### src/rtl/traffic_pkg.sv
// Shared types and lamp encodings for the intersection controller.
// Lamps are active-low G/B/R triples.
package traffic_pkg;

    typedef enum logic [1:0] {
        ST_ALL_RED = 2'd0,
        ST_GREEN   = 2'd1,
        ST_BLUE    = 2'd2,
        ST_FLASH   = 2'd3
    } state_e;

    localparam logic [2:0] LED_GREEN = 3'b110;
    localparam logic [2:0] LED_BLUE  = 3'b101;
    localparam logic [2:0] LED_RED   = 3'b011;
    localparam logic [2:0] LED_OFF   = 3'b111;

    // One approach's lamp triple as a pure function of the controller state.
    function automatic logic [2:0] lamp_pattern(state_e st, logic is_active, logic flash_off);
        logic [2:0] pat;
        pat = LED_RED;
        case (st)
            ST_GREEN: pat = is_active ? LED_GREEN : LED_RED;
            ST_BLUE:  pat = is_active ? LED_BLUE : LED_RED;
            ST_FLASH: pat = flash_off ? LED_OFF : LED_BLUE;
            default:  pat = LED_RED;
        endcase
        return pat;
    endfunction

endpackage

### src/rtl/appr_arbiter.sv
// Round-robin pick of the next approach to serve from the demand latches.
// The current approach is considered last; with no demand it simply rotates.
module appr_arbiter #(
    parameter int NUM_APPR = 2
) (
    input  logic [NUM_APPR-1:0] pend,
    input  logic [1:0]          active_appr,
    output logic [1:0]          next_appr
);

    always_comb begin
        next_appr = 2'((int'(active_appr) + 1) % NUM_APPR);
        // Walk the scan order backwards so the earliest pending slot is written last.
        for (int i = NUM_APPR; i >= 1; i--) begin
            for (int k = 0; k < NUM_APPR; k++) begin
                if (pend[k] && (k == (int'(active_appr) + i) % NUM_APPR)) begin
                    next_appr = 2'(k);
                end
            end
        end
    end

endmodule

### src/rtl/traffic_signal_ctrl.sv
// Multi-approach intersection controller: green -> blue -> all-red per approach
// with demand-based skipping. Optional night flash under TRAFFIC_NIGHT_FLASH_EN.
module traffic_signal_ctrl
    import traffic_pkg::*;
#(
    parameter int NUM_APPR     = 2,
    parameter int GREEN_TICKS  = 120_000_000,
    parameter int BLUE_TICKS   = 48_000_000,
    parameter int ALLRED_TICKS = 24_000_000,
    parameter int FLASH_TICKS  = 12_000_000
) (
    input  logic                  clk,
    input  logic                  rst,
    input  logic [NUM_APPR-1:0]   veh_req,
`ifdef TRAFFIC_NIGHT_FLASH_EN
    input  logic                  night_mode,
`endif
    output logic [3*NUM_APPR-1:0] led,
    output logic [1:0]            active_appr,
    output logic [1:0]            phase
);

    localparam int MAX_GB = (GREEN_TICKS > BLUE_TICKS) ? GREEN_TICKS : BLUE_TICKS;
    localparam int MAX_AF = (ALLRED_TICKS > FLASH_TICKS) ? ALLRED_TICKS : FLASH_TICKS;
    localparam int MAX_T  = (MAX_GB > MAX_AF) ? MAX_GB : MAX_AF;
    localparam int CW     = (MAX_T > 1) ? $clog2(MAX_T) : 1;

    localparam logic [CW-1:0] G_LIM  = CW'(GREEN_TICKS - 1);
    localparam logic [CW-1:0] B_LIM  = CW'(BLUE_TICKS - 1);
    localparam logic [CW-1:0] AR_LIM = CW'(ALLRED_TICKS - 1);
`ifdef TRAFFIC_NIGHT_FLASH_EN
    localparam logic [CW-1:0] F_LIM  = CW'(FLASH_TICKS - 1);
`endif

    state_e                  state_reg, state_next;
    logic [CW-1:0]           cnt_reg, cnt_next;
    logic [NUM_APPR-1:0]     pend_reg, pend_next;
    logic                    flash_reg, flash_next;
    logic [1:0]              active_next;
    logic [1:0]              pick;
    logic [3*NUM_APPR-1:0]   led_next;

    appr_arbiter #(.NUM_APPR(NUM_APPR)) u_arbiter (
        .pend        (pend_reg),
        .active_appr (active_appr),
        .next_appr   (pick)
    );

    always_comb begin
        state_next  = state_reg;
        cnt_next    = cnt_reg + CW'(1);
        pend_next   = pend_reg | veh_req;
        flash_next  = flash_reg;
        active_next = active_appr;
        case (state_reg)
            ST_ALL_RED: begin
                if (cnt_reg == AR_LIM) begin
                    cnt_next = '0;
`ifdef TRAFFIC_NIGHT_FLASH_EN
                    if (night_mode) begin
                        state_next = ST_FLASH;
                        flash_next = 1'b0;
                    end else
`endif
                    begin
                        state_next  = ST_GREEN;
                        active_next = pick;
                        // Entry into green consumes this approach's demand, even a fresh request.
                        for (int k = 0; k < NUM_APPR; k++) begin
                            if (pick == 2'(k)) pend_next[k] = 1'b0;
                        end
                    end
                end
            end
            ST_GREEN: begin
                if (cnt_reg == G_LIM) begin
                    cnt_next   = '0;
                    state_next = ST_BLUE;
                end
            end
            ST_BLUE: begin
                if (cnt_reg == B_LIM) begin
                    cnt_next   = '0;
                    state_next = ST_ALL_RED;
`ifdef TRAFFIC_NIGHT_FLASH_EN
                    if (night_mode) begin
                        state_next = ST_FLASH;
                        flash_next = 1'b0;
                    end
`endif
                end
            end
`ifdef TRAFFIC_NIGHT_FLASH_EN
            ST_FLASH: begin
                if (cnt_reg == F_LIM) begin
                    cnt_next = '0;
                    if (!night_mode) state_next = ST_ALL_RED;
                    else             flash_next = ~flash_reg;
                end
            end
`endif
            default: begin
                state_next = ST_ALL_RED;
                cnt_next   = '0;
            end
        endcase
    end

    // Lamps are registered from the next-state view so they change with the state.
    generate
        for (genvar gi = 0; gi < NUM_APPR; gi++) begin : g_lamp
            assign led_next[3*gi +: 3] = lamp_pattern(state_next, active_next == 2'(gi), flash_next);
        end
    endgenerate

    always_ff @(posedge clk) begin
        if (rst) begin
            state_reg   <= ST_ALL_RED;
            cnt_reg     <= '0;
            pend_reg    <= '0;
            flash_reg   <= 1'b0;
            active_appr <= 2'(NUM_APPR - 1);
            led         <= {NUM_APPR{LED_RED}};
            phase       <= 2'd0;
        end else begin
            state_reg   <= state_next;
            cnt_reg     <= cnt_next;
            pend_reg    <= pend_next;
            flash_reg   <= flash_next;
            active_appr <= active_next;
            led         <= led_next;
            phase       <= state_next;
        end
    end

endmodule

### config.mk
export PLATFORM = sky130hd
export DESIGN_NAME = traffic_signal_ctrl
export DESIGN_NICKNAME = d
export VERILOG_FILES = /design/src/rtl/traffic_pkg.sv /design/src/rtl/appr_arbiter.sv /design/src/rtl/traffic_signal_ctrl.sv
export SDC_FILE = /design/constraint.sdc
export NUM_CORES = 1
export LEC_CHECK = 0
export CORE_UTILIZATION = 51
export CTS_CLUSTER_DIAMETER = 80
export DETAILED_ROUTE_END_ITERATION = 10
export GPL_TIMING_DRIVEN = 0
export PLACE_DENSITY = 0.71
export SLEW_MARGIN = 20
export SYNTH_ARGS = -nofsm -noshare
export SYNTH_HDL_FRONTEND = slang
export SYNTH_HIERARCHICAL = 1
export SYNTH_SLANG_ARGS = --single-unit
### constraint.sdc
create_clock -name clk -period 2 [get_ports clk]
set_input_delay 0.4 -clock clk [delete_from_list [all_inputs] [get_ports clk]]
set_output_delay 0.4 -clock clk [all_outputs]
set_load 0.03 [all_outputs]
==> results of run 1 <==
-- repair_timing --
item | in CTS | in global routing
hold buffers | 0 | 0
endpoints found under the setup margin | 28 | 30
resized for setup | 10 | 18
pin swaps | 3 | 2
buffers inserted | 2 | 3
-- placed cells by master, fill, tap and decap left out, drive strengths merged, types with 2 or more instances in the layout --
cell type | netlist | layout
clkinvlp | 0 | 2
dlymetal6s2s | 0 | 2
xor2 | 17 | 17
clkbuf | 1 | 7
nor4bb | 2 | 2
nor4b | 2 | 2
nor2 | 36 | 36
clkdlybuf4s50 | 0 | 11
nor3 | 7 | 7
nand3 | 15 | 15
and3 | 4 | 4
and4b | 2 | 2
o21ai | 6 | 6
nor3b | 2 | 2
nor4 | 4 | 4
nor2b | 2 | 2
nand4 | 9 | 9
a21oi | 2 | 2
or4 | 2 | 2
and4 | 4 | 4
xnor2 | 8 | 8
inv | 7 | 7
buf | 4 | 8
dfxtp | 39 | 39
mux2i | 2 | 2
nand2 | 9 | 9
-- power by group through the flow --
| stage | Clock [mW] | Sequential (mW) | Combinational, mW |
|---|---|---|---|
| 3_3_place_gp | 0 | 0.808 | 0.0366 |
| 4_1_cts | 0.420 | 0.792 | 0.0422 |
| 3_5_place_dp | 0 | 0.808 | 0.0378 |
| 6_report | 0.406 | 0.790 | 0.0438 |
| 2_1_floorplan | 0 | 0.807 | 0.0251 |
| 5_1_grt | 0.445 | 0.793 | 0.0485 |
-- metal layers --
layer,global-route usage [%],share of wire [%],up-vias
met5,0,0,-
met4,11.43,1.6,0
met2,41.77,52,41
met1,26.54,42,728
li1,-,-,753
met3,5.882,4.2,6
-- kinds of logic (layout without fill, tap and decap cells) --
kind of cell | count (synthesis) | in the layout | share of synthesized area (%)
adders and majority gates | 2 | 2 | 1.324
buffers and inverters | 12 | 38 | 2.927
and+or+nand+nor | 104 | 104 | 32.75
other | 1 | 1 | 0.2089
muxes | 3 | 3 | 1.742
xor gates and xnor gates | 25 | 25 | 12.20
DFF | 39 | 39 | 43.48
AOI/OAI and AO/OA | 14 | 14 | 5.366
-- through the flow --
step,worst slack [ps],utilization [%],std cells
6_report,43.98,65.51,272
4_1_cts,-75.67,62.54,269
3_5_place_dp,-251.2,58.97,259
2_1_floorplan,97.00,-,200
3_3_place_gp,-145.2,58.97,259
5_1_grt,-28.01,65.51,272
-- final timing paths --
path | to | slack (ps) | cells past startpoint
max | led[2]$_SDFF_PP0_ | 40 | 5
max reg2reg | led[2]$_SDFF_PP0_ | 40 | 5
min reg2reg | cnt_reg[0]$_SDFF_PP0_ | 440 | 1
min | cnt_reg[0]$_SDFF_PP0_ | 440 | 1
-- cell type report --
| type | instances | area [um^2] | share of cell area, % |
|---|---|---|---|
| clock inverter | 3 | 20.02 | 0.9086 |
| tap | 46 | 57.56 | 2.612 |
| inverter | 7 | 26.28 | 1.193 |
| multi-input combinational | 149 | 1069 | 48.50 |
| buffer | 5 | 30.03 | 1.363 |
| timing repair buffer | 18 | 172.7 | 7.836 |
| clock buffer | 5 | 37.54 | 1.704 |
| sequential | 39 | 790.8 | 35.89 |
-- worst max-delay path, cell delays in order (launching register included) --
cell and delay [ps]:
dfxtp_4 380, or4b_4 530, or4_4 470, o21ai_4 180, a21boi_4 90, o22a_1 220
==> metrics.md, run 1 <==
| Metric | Value |
|---|---|
| CP max FO | 6 |
| Sw Share | 24.31% |
| Hold slack | 442.4 ps |
| Vias in the first global route | 1,402 |
| DIE AREA | 3762 um^2 |
| Min-Delay Startpoint | cnt_reg[0]$_SDFF_PP0_ |
| Crit. End Element | flop |
| Leak pwr | 0.8163 nW |
| Pwr Density | 562.7 nW/um^2 |
| Synth Register Bits | 39 |
| Arrival time at the worst endpoint | 2230 ps |
| Count leader, synth | dfxtp_1 |
| Io pins | 14 |
| Synth cell count leaders | 39 x dfxtp_1, 36 x nor2_1, 17 x xor2_1 |
| Initial DRT Pass Iterations | 4 |
| Unique cell type count in the Yosys netlist | 43 |
| Initial Util | 53.39% |
| Most common flop cell mapped by yosys | dfxtp_1 |
| Routed WL | 4.044 mm |
| Post-synth EDFFs | 0 |
| RSZ-0062 raised after global routing | true |
| Initial antenna violation count | 0 |
| Ys Warns | 6 |
| WS Path Type | flop to flop |
| Total grt overflow | 0 |
| Max-cap violation count | 0 |
| Longest Clk Path Bufs | 2 |
| Latest clock arrival within the worst-skew pair | 360 ps |
| Final Cycle Share | 97.80% |
| Final Hold Viols | 0 |
| Peak Freq | 511.2 MHz |
| N_diodes | 0 |
| Post-synthesis cell count | 200 |
| Horiz. Die Dim | 61.34 um |
| Mapped Area | 1795 um^2 |
| Post-synth top area share | 43.48% |
| Worst rel slew slack | 58.14% |
| # fillers | 292 |
| Setup crit start | cnt_reg[19]$_SDFF_PP0_ |
| Worst hold-check path type | flop to flop |
| Post-layout net count | 230 |
| Final Wtd Congestion | 0.8672 |
| Final instance area | 2203 um^2 |
| CTS Root Cell | clkbuf_4 |
| Critical path data required time | 2270 ps |
| Post-DP Area | 1983 um^2 |
| Worst-Margin Slew | 624.5 ps |
| Avg WL per Cell | 14.87 um |
| Crit path time final | 1956 ps |
| IO buf count | 13 |
| Number of CTS-inserted buffers | 5 |
| Vias | 1,528 |
| Core ar. | 3363 um^2 |
| Ys async rst share | 0% |
| Routed Antenna Nets | 0 |
| Cell taking the most area after synthesis | dfxtp_1 |
| Clk pwr share | 32.7% |
| Clk sinks | 39 |
| Overall Power | 1.240 mW |
| Slew Limit Fails | 0 |
| Largest vdd supply drop | 0.0004263 V |
| Critical Path Source Type | flop |
| Setup violators final | 0 |
| Worst R2R Start | cnt_reg[19]$_SDFF_PP0_ |
| Clock-pin slew on the worst setup and hold paths | 130 ps |
| All-Layer GR Usage | 23.61% |
| Largest net degree at the start of global routing | 14 |
| Status | finished clean |
| Setup TNS | 0 ps |
| Via-to-Cell Ratio | 5.618 |
| Num rows | 21 |
| Cell-internal power | 0.9385 mW |
| Top post-synthesis cells by area | dfxtp_1 43%, xor2_1 8.3%, nor2_1 7.5% |
| Logic pwr share | 3.5% |
| Die height | 61.34 um |
| Fraction of layout cells with a size suffix above 1 | 19.03% |
| Setup Skew | 14.65 ps |
| H-tree levels | 2 |
| CTS tree | done |
| Sw power | 0.3013 mW |
| Initial DRC count | 55 |
| Seq/Total Area, Yosys | 43.48% |
| HPWL after DPL | 2.856 mm |
| Flop pwr share | 63.8% |
| Synthesized Nets | 205 |
| Max FFs per register | 27 |
| Wire length of the first global-routing pass | 6.361 mm |
| Post-route DRC | 0 |
| Area grow syn2layout | 22.72% |
| Syn avg cell area | 8.977 um^2 |
(Power assumes the default switching activity.)
==> run 2, diff against run 1 <==
--- a/config.mk
+++ b/config.mk
@@ -5,11 +5,12 @@
 export SDC_FILE = /design/constraint.sdc
 export NUM_CORES = 1
 export LEC_CHECK = 0
-export CORE_UTILIZATION = 51
+export ABC_AREA = 1
+export CORE_UTILIZATION = 53
 export CTS_CLUSTER_DIAMETER = 80
 export DETAILED_ROUTE_END_ITERATION = 10
 export GPL_TIMING_DRIVEN = 0
-export PLACE_DENSITY = 0.71
+export PLACE_DENSITY = 0.73
 export SLEW_MARGIN = 20
 export SYNTH_ARGS = -nofsm -noshare
 export SYNTH_HDL_FRONTEND = slang
==> run 2 against run 1 <==
Against the previous run: critical path type is now flop to primary output; clock-buffer cell count did not move; register-to-register slack improved by 200 ps; worst setup slack improved by 72 ps; critical path depth fell by 4; non-clock buffer count fell by 6.
==> metrics.md, run 2 <==
| Metric | Value |
|---|---|
| Setup Slack @ Placement | -57.76 ps |
| CTS tree | done |
| Largest net degree at the start of global routing | 14 |
| Met3 GRT Util | 5.208% |
| Io pins | 14 |
| IO buf count | 13 |
| Max FFs per register | 27 |
| Leak pwr | 0.9956 nW |
| # fillers | 361 |
| Top post-synthesis cells by area | dfxtp_1 37%, nand2_1 13%, nor2_1 9.6% |
| Syn avg cell area | 6.995 um^2 |
| Overall Power | 1.514 mW |
| Count leader, synth | nand2_1 |
| Initial antenna violation count | 0 |
| All-Layer GR Usage | 22.10% |
| Area grow syn2layout | 14.70% |
| Latest clock arrival within the worst-skew pair | 300 ps |
| R2R depth | 10 |
| Final Hold Viols | 0 |
| Seq/Total Area, Yosys | 36.84% |
| Via-to-Cell Ratio | 4.767 |
| Crit path time final | 1884 ps |
| Horiz. Die Dim | 65.24 um |
| Post-route DRC | 0 |
| Final instance area | 2431 um^2 |
| Synthesized Nets | 308 |
| CP bufs+invs | 1 |
| Crit. End Element | primary output |
| Slew Limit Fails | 0 |
| Most common flop cell mapped by yosys | dfxtp_1 |
| Post-synth EDFFs | 0 |
| Commonest non-fill, non-tap cells in the layout | 73 x nand2_1, 54 x nor2_1, 42 x inv_1 |
| Worst r2r dst | cnt_reg[26]$_SDFF_PP0_ |
| Ys async rst share | 0% |
| Worst hold endpoint | cnt_reg[0]$_SDFF_PP0_ |
| Synth Register Bits | 39 |
| Setup violators final | 0 |
| Met1 Use GR | 28.63% |
| WS Path Type | flop to primary output |
| Worst R2R Start | cnt_reg[1]$_SDFF_PP0_ |
| Num rows | 22 |
| Critical Path Source Type | flop |
| Peak Freq | 530.9 MHz |
| Commonest non-fill, non-tap cell in the layout | nand2_1 |
| Post-DP Area | 2310 um^2 |
| Total grt overflow | 0 |
| Setup slack after layout | 116.4 ps |
| Longest Clk Path Bufs | 2 |
| Final Wtd Congestion | 0.8963 |
| Post-synthesis cell count | 303 |
| Vias | 1,778 |
| Status | finished clean |
| Largest vdd supply drop | 0.0004612 V |
| Pwr Density | 622.8 nW/um^2 |
| Post-synth top area share | 36.84% |
| Final Cycle Share | 94.18% |
| Slowest cell on the critical path | clkdlybuf4s50_1 |
| Die height | 65.24 um |
| GRT met2 Usage | 35.82% |
| HPWL after DPL | 3.204 mm |
| Worst hold-check path type | flop to flop |
| Post-layout net count | 329 |
| Setup Skew | 3.624 ps |
| Reg2reg setup slack | 240 ps |
| Number of CTS-inserted buffers | 5 |
| Routed Antenna Nets | 0 |
| Mapped Area | 2120 um^2 |
| Initial DRT Pass Iterations | 4 |
| H-tree levels | 2 |
| Max-cap violation count | 0 |
| Setup TNS | 0 ps |
| Kind of cell adding the most delay to the critical path | buffers and inverters |
| Avg WL per Cell | 11.16 um |
| Arrival time at the worst endpoint | 1480 ps |
| Cell taking the most area after synthesis | dfxtp_1 |
| CP max FO | 5 |
| Ys Warns | 6 |
| Clock-pin slew on the worst setup and hold paths | 80 ps |
| Critical path data required time | 1600 ps |
| Routed WL | 4.161 mm |
| N_diodes | 0 |
| CTS Root Cell | clkbuf_8 |
| Critical-path cell list | clkdlybuf4s50_1 |
| Synth cell count leaders | 73 x nand2_1, 54 x nor2_1, 42 x inv_1 |
| Worst path max stage delay | 730 ps |
| Clk sinks | 39 |
| Fraction of layout cells with a size suffix above 1 | 15.08% |
| Hold Path Stages | 1 |
| Busiest grt layer | met2 |
| DIE AREA | 4256 um^2 |
| Vias in the first global route | 1,619 |
| Min-Delay Startpoint | cnt_reg[0]$_SDFF_PP0_ |
| Unique cell type count in the Yosys netlist | 32 |
| Initial DRC count | 61 |
| RSZ-0062 raised after global routing | false |
| Wire length of the first global-routing pass | 7.169 mm |
| Core ar. | 3744 um^2 |
| Initial Util | 56.62% |
[run 2: cell count changes in the layout (fill, tap and decap cells not counted), sizes merged, moves of 3 or more]
| cell | delta |
|---|---|
| nor2 | +34 |
| and3 | -4 |
| and4 | -4 |
| xnor2 | -5 |
| nand2 | +72 |
| o21ai | +4 |
| buf | -4 |
| nand3 | +3 |
| nor4 | -4 |
| xor2 | -4 |
| inv | +36 |
| clkinv | +3 |
[run 2: cell families (layout without fill, tap and decap cells)]
kind of cell,count (synthesis),count (layout),synth area share (%)
DFF,39,39,36.84
AOI/OAI and AO/OA,14,14,4.309
buffers and inverters,48,70,9.858
other,1,1,0.1769
xor gates and xnor gates,16,16,6.612
adders and majority gates,1,1,0.5902
and+or+nand+nor,184,184,41.62
[run 2: repair_timing]
item / 4_1_cts / 5_1_grt
setup endpoints to repair: 0 / 1
setup buffers: 0 / 1
gates resized for setup: 0 / 1
hold buffers: 0 / 0
[run 2: layer usage]
| layer | vias to the layer above | share of wire (%) | wire length (um) |
|---|---|---|---|
| met1 | 787 | 49 | 2039 |
| met2 | 20 | 46 | 1922 |
| li1 | 965 | - | - |
| met5 | - | 0 | 0 |
| met3 | 6 | 3.3 | 137 |
| met4 | 0 | 1.5 | 61 |
[run 2: layout make-up]
| class | count | area (um^2) | area share [%] |
|---|---|---|---|
| clock buffer | 5 | 68.82 | 2.831 |
| multi-input combinational | 216 | 1130 | 46.47 |
| inverter | 45 | 170.2 | 6.999 |
| sequential | 39 | 782.0 | 32.17 |
| buffer | 3 | 38.79 | 1.595 |
| tap | 48 | 60.06 | 2.470 |
| clock inverter | 3 | 43.79 | 1.801 |
| timing repair buffer | 14 | 137.6 | 5.661 |
[run 2: how the worst max path moves through the flow]
stage / startpoint / cells past startpoint / end
5_1_grt: state_reg[0]$_SDFF_PP0_ / 1 / phase[0]
6_report: state_reg[0]$_SDFF_PP0_ / 1 / phase[0]
2_1_floorplan: cnt_reg[0]$_SDFF_PP0_ / 11 / cnt_reg[18]$_SDFF_PP0_
3_3_place_gp: rst / 6 / cnt_reg[10]$_SDFF_PP0_
3_5_place_dp: rst / 6 / cnt_reg[10]$_SDFF_PP0_
4_1_cts: state_reg[0]$_SDFF_PP0_ / 1 / phase[0]
[run 2: per-stage QoR]
step,utilization [%],hold slack [ps],std cells
2_1_floorplan,-,449.2,303
3_3_place_gp,61.70,474.1,364
3_5_place_dp,61.70,478.8,364
4_1_cts,64.71,501.8,372
5_1_grt,64.94,471.9,373
6_report,64.94,448.7,373
[run 2: power by group]
part / internal, mW / total (mW) / switching [mW]
Combinational: 0.0233 / 0.0521 / 0.0288
Sequential: 0.784 / 0.792 / 0.00817
Clock: 0.372 / 0.669 / 0.298
==> run 3, diff against run 2 <==
--- a/config.mk
+++ b/config.mk
@@ -6,11 +6,11 @@
 export NUM_CORES = 1
 export LEC_CHECK = 0
 export ABC_AREA = 1
-export CORE_UTILIZATION = 53
-export CTS_CLUSTER_DIAMETER = 80
+export CORE_UTILIZATION = 40
+export CTS_CLUSTER_DIAMETER = 40
 export DETAILED_ROUTE_END_ITERATION = 10
 export GPL_TIMING_DRIVEN = 0
-export PLACE_DENSITY = 0.73
+export PLACE_DENSITY = 0.57
 export SLEW_MARGIN = 20
 export SYNTH_ARGS = -nofsm -noshare
 export SYNTH_HDL_FRONTEND = slang
==> run 3 against run 2 <==
Against the previous run: die area increased by 31%; non-clock buffer count is 1 lower; worst hold slack gained 1.6 ps; via count fell by 1.5%; first-iteration DRC count decreased by 11%; sequential power is essentially flat; critical path depth stayed put; worst setup slack better by 25 ps; sequential share of layout area is 0.26 points lower; combinational power grew 1%; clock-buffer cell count unchanged; critical endpoint unchanged; largest cell class unchanged; largest power group unchanged; highest routed layer unchanged.
==> metrics.md, run 3 (synthesized netlist as in run 2, its figures left out) <==
| Metric | Value |
|---|---|
| Initial Util | 41.50% |
| Die height | 74.80 um |
| Post-route DRC | 0 |
| Arrival time at the worst endpoint | 1460 ps |
| H-tree levels | 2 |
| Slew Limit Fails | 0 |
| Min-Delay Startpoint | cnt_reg[0]$_SDFF_PP0_ |
| CP max FO | 5 |
| Final instance area | 2451 um^2 |
| Post-CTS Setup Bufs | 0 |
| Wire length of the first global-routing pass | 7.134 mm |
| Initial DRC count | 54 |
| Post-layout util | 47.99% |
| Max FFs per register | 27 |
| Reg2reg setup slack | 180 ps |
| Hold_buf cts | 0 |
| Kind of cell adding the most delay to the critical path | buffers and inverters |
| HPWL after DPL | 3.340 mm |
| Max-cap violation count | 0 |
| Num rows | 26 |
| Footprint of the multi-input gates | 1130 um^2 |
| Largest net degree at the start of global routing | 14 |
| IO buf count | 13 |
| Critical-path cell list | clkdlybuf4s50_1 |
| Crit. path cell count | 1 |
| CTS tree | done |
| Leak pwr | 0.9901 nW |
| Initial DRT Pass Iterations | 4 |
| Pwr Density | 612.6 nW/um^2 |
| R2R depth | 10 |
| Setup Slack @ Placement | -95.82 ps |
| Non-Filler Instances | 394 |
| N_diodes | 0 |
| Setup Skew | 8.785 ps |
| Latest clock arrival within the worst-skew pair | 290 ps |
| Critical path data required time | 1600 ps |
| Crit. End Element | primary output |
| Area grow syn2layout | 15.64% |
| Clock-pin slew on the worst setup and hold paths | 80 ps |
| Horiz. Die Dim | 74.80 um |
| Routed Antenna Nets | 0 |
| Final Wtd Congestion | 0.8528 |
| Total grt overflow | 0 |
| Crit path time final | 1858 ps |
| # fillers | 531 |
| Io pins | 14 |
| All-Layer GR Usage | 17.20% |
| Worst path max stage delay | 720 ps |
| Final Cycle Share | 92.91% |
| FF/Latch Area | 782.0 um^2 |
| RSZ-0062 raised after global routing | false |
| WS Path Type | flop to primary output |
| Worst hold-check path type | flop to flop |
| Slowest cell on the critical path | clkdlybuf4s50_1 |
| Vias | 1,752 |
| Cells after DPL | 386 |
| Number of CTS-inserted buffers | 5 |
| Fraction of layout cells with a size suffix above 1 | 14.81% |
| Final Hold Viols | 0 |
| Routed WL | 4.282 mm |
| Vias in the first global route | 1,626 |
| Setup violators final | 0 |
| Avg WL per Cell | 10.87 um |
| Overall Power | 1.501 mW |
| Initial antenna violation count | 0 |
| Worst r2r dst | cnt_reg[26]$_SDFF_PP0_ |
| DIE AREA | 5594 um^2 |
| Worst hold endpoint | cnt_reg[0]$_SDFF_PP0_ |
| Clk sinks | 39 |
| Peak Freq | 538.1 MHz |
| Setup slack after layout | 141.8 ps |
| Post-DP Area | 2337 um^2 |
| Hold Path Stages | 1 |
| Via-to-Cell Ratio | 4.447 |
| Post-layout net count | 328 |
| Worst R2R Start | cnt_reg[0]$_SDFF_PP0_ |
| CTS Root Cell | clkbuf_8 |
| Commonest non-fill, non-tap cell in the layout | nand2_1 |
| Core ar. | 5107 um^2 |
| CP bufs+invs | 1 |
| Largest vdd supply drop | 0.0002455 V |
| Status | finished clean |
| Longest Clk Path Bufs | 2 |
| Commonest non-fill, non-tap cells in the layout | 73 x nand2_1, 54 x nor2_1, 42 x inv_1 |
| Critical Path Source Type | flop |
## run 3: worst max-delay path by stage
stage	slack, ps	start	to
after floorplan	410	cnt_reg[0]$_SDFF_PP0_	cnt_reg[18]$_SDFF_PP0_
after global routing	70	cnt_reg[0]$_SDFF_PP0_	cnt_reg[26]$_SDFF_PP0_
after CTS	110	cnt_reg[0]$_SDFF_PP0_	cnt_reg[26]$_SDFF_PP0_
after detailed placement	-100	rst	cnt_reg[10]$_SDFF_PP0_
final	140	state_reg[0]$_SDFF_PP0_	phase[0]
after global placement	-110	rst	cnt_reg[10]$_SDFF_PP0_
## run 3: final cells by class
| cell class | instances | share of cell area, % |
|---|---|---|
| Multi-Input combinational cell | 216 | 46.09 |
| Buffer | 3 | 1.582 |
| Timing Repair Buffer | 13 | 5.309 |
| Tap cell | 70 | 3.573 |
| Inverter | 45 | 6.942 |
| Clock buffer | 5 | 2.808 |
| Clock inverter | 3 | 1.787 |
| Sequential cell | 39 | 31.90 |
## run 3: report_power, final
group	total (mW)	leakage [nW]	switching [mW]	internal, mW
clock network	0.657	0.0581	0.285	0.371
registers	0.792	0.316	0.00776	0.784
logic	0.0527	0.616	0.0294	0.0233
total	1.50	0.990	0.322	1.18
## run 3: through the flow
| step | hold WS [ps] | setup TNS [ps] |
|---|---|---|
| after global routing | 476.9 | 0 |
| after floorplan | 449.2 | 0 |
| final | 450.3 | 0 |
| after detailed placement | 479.6 | -95.82 |
| after CTS | 499.9 | 0 |
| after global placement | 474.2 | -159.8 |
## run 3: routing by layer
metal  GRT usage [%]  wire length [um]  part of all wire (%)
met5               0                 0                     0
met4           8.595               102                   2.4
met3           4.685               108                   2.5
met2           27.13              1895                    44
met1           21.65              2176                    51
## run 3: repair_timing
item | 4_1_cts | 5_1_grt
hold endpoints to repair | 0 | 0
gates resized for setup | 0 | 1
endpoints found under the setup margin | 0 | 1
